==> config.mk <==
export PLATFORM = sky130hd
export DESIGN_NAME = ss_edge_event_arbiter
export DESIGN_NICKNAME = d
export VERILOG_FILES = /design/src/rtl/ss_edge_event_arbiter.sv
export SDC_FILE = /design/constraint.sdc
export NUM_CORES = 1
export LEC_CHECK = 0
export BUFFER_PORTS_ARGS = -buffer_cell sky130_fd_sc_hd__buf_4
export CAP_MARGIN = 5
export CORE_ASPECT_RATIO = 1.4
export CORE_UTILIZATION = 59
export CTS_CLUSTER_DIAMETER = 120
export DETAILED_ROUTE_END_ITERATION = 6
export PLACE_DENSITY = 0.94
export SYNTH_ARGS = -nofsm -noshare
export SYNTH_HDL_FRONTEND = slang
export SYNTH_SLANG_ARGS = --single-unit
==> constraint.sdc <==
create_clock -name i_clk -period 4.5 [get_ports i_clk]
set_input_delay 0.225 -clock i_clk [delete_from_list [all_inputs] [get_ports i_clk]]
set_output_delay 0.225 -clock i_clk [all_outputs]
set_load 0.01 [all_outputs]
==> src/rtl/ss_edge_event_arbiter.sv <==
// ss_edge_event_arbiter: per-channel edge detectors whose pending events are granted round-robin onto one valid/ready port.
// Define EDGE_ARB_SYNC_EN to add a 2-flop synchronizer ahead of edge detection (3-cycle priming).
module ss_edge_event_arbiter #(
  parameter int unsigned N_CH = 4,
  parameter int unsigned CH_W = 2
) (
  input  logic            i_clk,
  input  logic            i_rst,
  input  logic            i_en,
  input  logic [N_CH-1:0] i_pos_edge,
  input  logic [N_CH-1:0] i_signal,
  output logic            o_valid,
  output logic [CH_W-1:0] o_ch,
  input  logic            i_ready,
  output logic [N_CH-1:0] o_pending,
  output logic [N_CH-1:0] o_overflow,
  input  logic            i_clr_ovf
);

  localparam int unsigned PRIME_W = 2;

  typedef enum logic {
    IDLE  = 1'b0,
    OFFER = 1'b1
  } state_t;

  state_t          state_q;
  state_t          state_d;
  logic            valid_d;
  logic [CH_W-1:0] ch_d;
  logic [CH_W-1:0] rr_ptr;
  logic [CH_W-1:0] rr_d;
  logic [N_CH-1:0] pending_d;
  logic [N_CH-1:0] ovf_d;
  logic [N_CH-1:0] grant;
  logic [CH_W-1:0] sel;
  logic [CH_W-1:0] idx;
  logic            found;

  logic [N_CH-1:0]    sig_s;
  logic [N_CH-1:0]    prev_q;
  logic [PRIME_W-1:0] prime_cnt;
  logic               prime_c;
  logic [N_CH-1:0]    det_c;
  logic [N_CH-1:0]    det_en;

`ifdef EDGE_ARB_SYNC_EN
  localparam int unsigned PRIME_CYC = 3;

  logic [N_CH-1:0] sync_q1;
  logic [N_CH-1:0] sync_q2;

  // Two-flop synchronizer; priming covers its fill time after reset.
  always_ff @(posedge i_clk) begin
    if (i_rst) begin
      sync_q1 <= '0;
      sync_q2 <= '0;
    end else begin
      sync_q1 <= i_signal;
      sync_q2 <= sync_q1;
    end
  end

  assign sig_s = sync_q2;
`else
  localparam int unsigned PRIME_CYC = 1;

  assign sig_s = i_signal;
`endif

  // Edge detect; nothing is reported while priming so reset-time levels are not edges.
  assign prime_c = (prime_cnt != '0);
  assign det_c   = prime_c ? '0 :
                   (((~prev_q & sig_s) & i_pos_edge) | ((prev_q & ~sig_s) & ~i_pos_edge));
  assign det_en  = det_c & {N_CH{i_en}};

  // Next-state: round-robin pick, handshake, pending and overflow updates.
  always_comb begin
    state_d = state_q;
    valid_d = o_valid;
    ch_d    = o_ch;
    rr_d    = rr_ptr;
    grant   = '0;
    found   = 1'b0;
    sel     = rr_ptr;
    idx     = rr_ptr;

    for (int unsigned i = 0; i < N_CH; i++) begin
      if (!found && o_pending[idx]) begin
        found = 1'b1;
        sel   = idx;
      end
      idx = (idx == CH_W'(N_CH - 1)) ? '0 : idx + CH_W'(1);
    end

    case (state_q)
      IDLE: begin
        if (found) begin
          ch_d    = sel;
          valid_d = 1'b1;
          state_d = OFFER;
        end
      end
      OFFER: begin
        if (i_ready) begin
          grant   = N_CH'(1) << o_ch;
          valid_d = 1'b0;
          rr_d    = (o_ch == CH_W'(N_CH - 1)) ? '0 : o_ch + CH_W'(1);
          state_d = IDLE;
        end
      end
      default: state_d = IDLE;
    endcase

    // A fresh edge on the channel being granted re-arms it instead of overflowing.
    pending_d = (o_pending & ~grant) | det_en;
    ovf_d     = (o_overflow & ~{N_CH{i_clr_ovf}}) | (det_en & o_pending & ~grant);
  end

  // State and registered outputs.
  always_ff @(posedge i_clk) begin
    if (i_rst) begin
      state_q    <= IDLE;
      o_valid    <= 1'b0;
      o_ch       <= '0;
      rr_ptr     <= '0;
      o_pending  <= '0;
      o_overflow <= '0;
      prev_q     <= '0;
      prime_cnt  <= PRIME_W'(PRIME_CYC);
    end else begin
      state_q    <= state_d;
      o_valid    <= valid_d;
      o_ch       <= ch_d;
      rr_ptr     <= rr_d;
      o_pending  <= pending_d;
      o_overflow <= ovf_d;
      prev_q     <= sig_s;
      if (prime_c) begin
        prime_cnt <= prime_cnt - PRIME_W'(1);
      end
    end
  end

endmodule

Word level (Yosys, flattened, before mapping)
Cells that the tools add are included.
- bits in registers: 20
- bits of input ports: 13
- $add $sub $neg: 5
- order comparisons: 4
- equal/unequal tests: 6
- shift-type cells: 1
- mux-type cells: 28
- bitwise gates (word level): 18
- reduce and logical (&&, ||, !) cells: 10
- operators with widths (kind ; number):
    4-bit bitwise AND ; 9
    4-bit NOT ; 5
    2-bit 2-to-1 mux ; 7
    2-bit by 3-bit < comparator with 1-bit output, second input constant ; 4
    1-bit 2-to-1 mux ; 12
    4-bit 2-to-1 mux ; 3
    4-bit bitwise OR ; 3
    2-bit by 1-bit adder with 2-bit output, second input constant ; 4
    1-bit binary-select mux with 2-bit select ; 4
    2-bit equality test, second input constant ; 4
    2-bit AND reduction ; 3
    2-bit inequality test, second input constant ; 2
    1-bit case mux with 2 select lines ; 2
    1-bit by 2-bit << shifter with 4-bit output, first input constant ; 1
    1-bit logical AND ; 3
    1-bit logical NOT ; 3
    2-bit nonzero test ; 1
    2-bit by 1-bit subtractor with 2-bit output, second input constant ; 1
    1-bit NOT ; 1

Depth between registers and ports, before layout
- word-level depth: 14
- gate-level depth with buffers: 9
- gate-level depth less buffers: 7

Least setup slack after synthesis
No wires, ideal clock.
- kind: register to register
- start: register rr_ptr[0]
- end: register o_ch[1]
- library setup time: 0.088 ns
- arrival: 1.986 ns
- required time: 4.412 ns
- slack: 2.426 ns
- cell stages (with the launch flop): 9
- buffers on the path: 1
- period minus slack after synthesis: 2.074 ns
- cells stage by stage: dfxtp_1 > ha_1 > buf_6 > nor4b_1 > or4_4 > a21oi_4 > o31ai_2 > a211o_1 > o32ai_2
- longest elaborated chain between the ends: 13
- elaborated cells on any way between the ends: 31
- RTL lines (item ; RTL line ; RTL):
    from (decl) ; 31 ; logic [CH_W-1:0] rr_ptr;
    from (signal assigned) ; 135 ; rr_ptr <= rr_d;
    parallel branches: the longest is 13 deep, another holds 2-bit by 1-bit adder with 2-bit output ; n/a ;
    to (signal assigned) ; 134 ; o_ch <= ch_d;
    to (decl) ; 13 ; output logic [CH_W-1:0] o_ch,
Parallel ways; which one is timed is not known. The select of a mux whose other input is x is not followed.
A chain may end at the register's enable or synchronous reset.

Worst setup path after layout
- start: register rr_ptr[0]
- end: register o_ch[0]
The elaborated chain is that of the path after synthesis.

==> results.md <==
- Root Driver: clkbuf_4
- Detailed Route WL: 2965 um
- Synth Instances: 158
- Post-Syn Area: about 1400 um^2
- Status: complete, no violations
- Slowest cell on crit path: dfxtp_1
- Largest family of logic cells by synthesized area: simple AND/OR/NAND/NOR gates
- Combinational share of power: between 30 and 40%
- Synth Area in XOR/XNOR: under 10%
- Flop2flop setup slack: roughly 1.5 ns
- Hold bufs inserted after CTS: 0
- Pre-CTS WS: 1.565 ns
- Clock skew after layout: 0.01582 ns
- Slew Limit Headroom: between 40% and 50%
- Core Rows: 20
- 1st-pass router iterations: 4
- Internal: ~0.37 mW
- WHS Endpoint: prev_q[1]
- Most common cell in the netlist: dfxtp_1
- Hpwl dp: 2213 um
- Post-synthesis adder-cell area fraction: 5.435%
- Final Critical Period: 3.010 ns
- P&R area growth vs syn: 11.87%
- I/O pin cnt: 24
- Total grt overflow: 0
- Cell Chain, Critical Path: ha_1 > mux4_2 > nand2b_1 > a311oi_1 > o221ai_1 > o31ai_1
- Max VDD drop: 0.0004119 V
- RR Endpoint: o_ch[0]
- Post-synthesis async set-or-reset flop share: 0%
- Clock Path Buffers: 2
- Initial core utilization: between 60 and 70%
- Total CTS buffers: 3
- Worst skew pair latency: 0.32 ns
- Final Hold Viols: 0
- Psw: ~0.18 mW
- Synth top area share: 28.99%
- Post-synth net total: 177
- GPL Wtd Cong: 0.8153
- Leakage power: 0.5891 nW
- Synth cell count leaders: 20 x dfxtp_1, 16 x a21oi_1, 15 x nor2_1
- Worst-Margin Slew: about 0.81 ns
- Worst Slack Setup Final: 1.490 ns
- Mapped Avg Cell Area: 8.743 um^2
- Largest net degree at the start of global routing: 25
- Core ar.: 2202 um^2
- Clk pin slew, worst setup/hold paths: 0.12 ns
- Vias: 1215
- Post-CTS Setup Bufs: 0
- Mux contribution to synthesized area: roughly 6.6%
- Synth unique cells: 52
- Hold path depth: 2
- Top post-synthesis cells by area: dfxtp_1 29%, a21oi_1 5.8%, ha_1 5.4%, nor2_1 4.1%, nand2_1 3.5%
- # DRC: 0
- H-tree Lvls: 1
- RSZ-0062 raised after global routing: no
- # resized after CTS: 0
- Port Buffers: 23
- Number of flops mapped to enable cells by yosys: 0
- CP Data Arrival Time: 3.24 ns
- Share of cells above drive strength 1: 26.74%
- CP Max Fanout: 24
- R2R depth: 6
- Required time worst endpoint: 4.73 ns
- Die W: 42.90 um
- Post-DRT Antenna Nets: 0
- Synth Warn #: 0
- Setup violators final: 0
- Compound-Gate Fraction of Synth Area: 22.37%
- First-pass GRT wire length: 5023 um
- Reg2Reg Launch Point: rr_ptr[0]
- Detailed Route Iter0 Violations: 25
- Die area: 2542 um^2
- Clock power frac: 26.8%
- Flops & latches, synth: 20
- Max cap viols: 0
- Final Cycle Share: between 60% and 70%
- Vias in the first global route: 1196
- Crit Path Class: reg2reg
- Antenna violations before repair: 0
- Height of the die: between 50 and 60 um
- Ys flop type: dfxtp_1
- Pwr dens: approximately 360 nW/um^2
- Post-layout nets: 192
- Worst setup SP type: flip-flop
- Via/cell ratio: 6.263
- Slew Viols, Final: 0
- GRT Total Usage: 25.79%
- Fmax: 332.3 MHz
- CTS Sinks: 20
- CTS tree: done
- Cell taking the most area after synthesis: dfxtp_1
- Worst min path class: in2reg
- Sw frac: 32.88%
- Max stage delay on crit path: 0.86 ns
- # diodes: 0
- Average routed wire per standard cell: 15.28 um
- Synth Area in Simple Gates: 26.45%
- CP endpoint kind: flip-flop
- TNS Setup: 0 ns
- Register area share after synthesis: 28.99%
- Min-delay src: i_signal[1]
- Reg power frac: 41.1%
[sequential cells by signal (all words and copies together) (netlist names)]
signal and flops:
o_overflow 4, o_pending 4, prev_q 4, o_ch 2
prime_cnt 2, rr_ptr 2, o_valid 1, state_q 1
[metrics by stage]
step / cell area (um^2) / cells / total power, mW / hold WS [ns] / util (%)
after floorplan: 1381 / 158 / 0.3682 / 0.3532 / -
after global placement: 1493 / 190 / 0.3953 / 0.4537 / 67.78
after detailed placement: 1493 / 190 / 0.4081 / 0.4590 / 67.78
after CTS: 1545 / 194 / 0.5559 / 0.1278 / 70.17
after global routing: 1545 / 194 / 0.5860 / 0.1216 / 70.17
final: 1545 / 194 / 0.5545 / 0.1331 / 70.17
[critical path, delay by kind of cell (launching register included)]
family | cells | cell delay [ns]
flops | 1 | 0.86
mux | 1 | 0.68
fa+ha+maj | 1 | 0.67
simple gates | 1 | 0.18
compound gates | 3 | 0.54
[cells in the final DEF (no fill, tap or decap), types with 2 or more instances in the layout]
master / Yosys / final
dfxtp_1: 20 / 20
o221ai_1: 2 / 2
nor3_1: 2 / 2
a211oi_1: 2 / 2
nand3b_1: 4 / 4
clkbuf_4: 0 / 3
nor2_1: 15 / 15
nor3b_1: 2 / 2
xor2_1: 2 / 2
mux2i_1: 2 / 2
nand2_1: 13 / 13
a311oi_1: 2 / 2
a32oi_1: 4 / 4
ha_1: 6 / 6
or3b_2: 4 / 4
buf_4: 1 / 23
mux4_2: 2 / 2
a21oi_1: 16 / 16
inv_1: 9 / 9
o31ai_1: 2 / 2
nand2b_1: 2 / 2
nor2b_1: 6 / 6
[power groups by stage]
stage / Clock [mW] / Sequential, mW / Combinational (mW)
after global placement: 0 / 0.229 / 0.167
after CTS: 0.151 / 0.227 / 0.178
after detailed placement: 0 / 0.231 / 0.177
final: 0.148 / 0.228 / 0.178
after floorplan: 0 / 0.219 / 0.149
after global routing: 0.157 / 0.232 / 0.196
[worst max-delay path by stage]
| stage | start | endpoint | slack (ns) | cells past startpoint |
|---|---|---|---|---|
| floorplan | rr_ptr[0] | o_ch[1] | 2.43 | 8 |
| global placement | rr_ptr[0] | o_ch[0] | 1.77 | 6 |
| detailed placement | rr_ptr[0] | o_ch[0] | 1.56 | 6 |
| CTS | rr_ptr[0] | o_ch[0] | 1.55 | 6 |
| global route | rr_ptr[0] | o_ch[0] | 1.30 | 6 |
| finish | rr_ptr[0] | o_ch[0] | 1.49 | 6 |
[kinds of logic after synthesis]
group	after synthesis
buffers and inverters	22
muxes	6
and+or+nand+nor	61
xor gates and xnor gates	2
AOI/OAI and AO/OA	41
DFF	20
adders and majority gates	6
[layout make-up]
| type | count | area [um^2] |
|---|---|---|
| clock inverters | 1 | 30.03 |
| flip-flops and latches | 20 | 400.4 |
| inverters | 9 | 33.78 |
| repair buffers | 23 | 172.7 |
| multi-input cells | 116 | 858.3 |
| clock buffers | 3 | 22.52 |
| well taps | 22 | 27.53 |
| fillers | 171 | 656.9 |
[layer usage]
metal	vias to the layer above	share of wire, %	track usage, %	wire length [um]
met2	30	52	46.54	1531
met3	13	2.5	3.659	73
met1	571	42	28.65	1237
met4	0	4.1	13.84	123
met5	-	0	0	0
li1	601	-	-	-
Power figures use the tool's default switching activity.
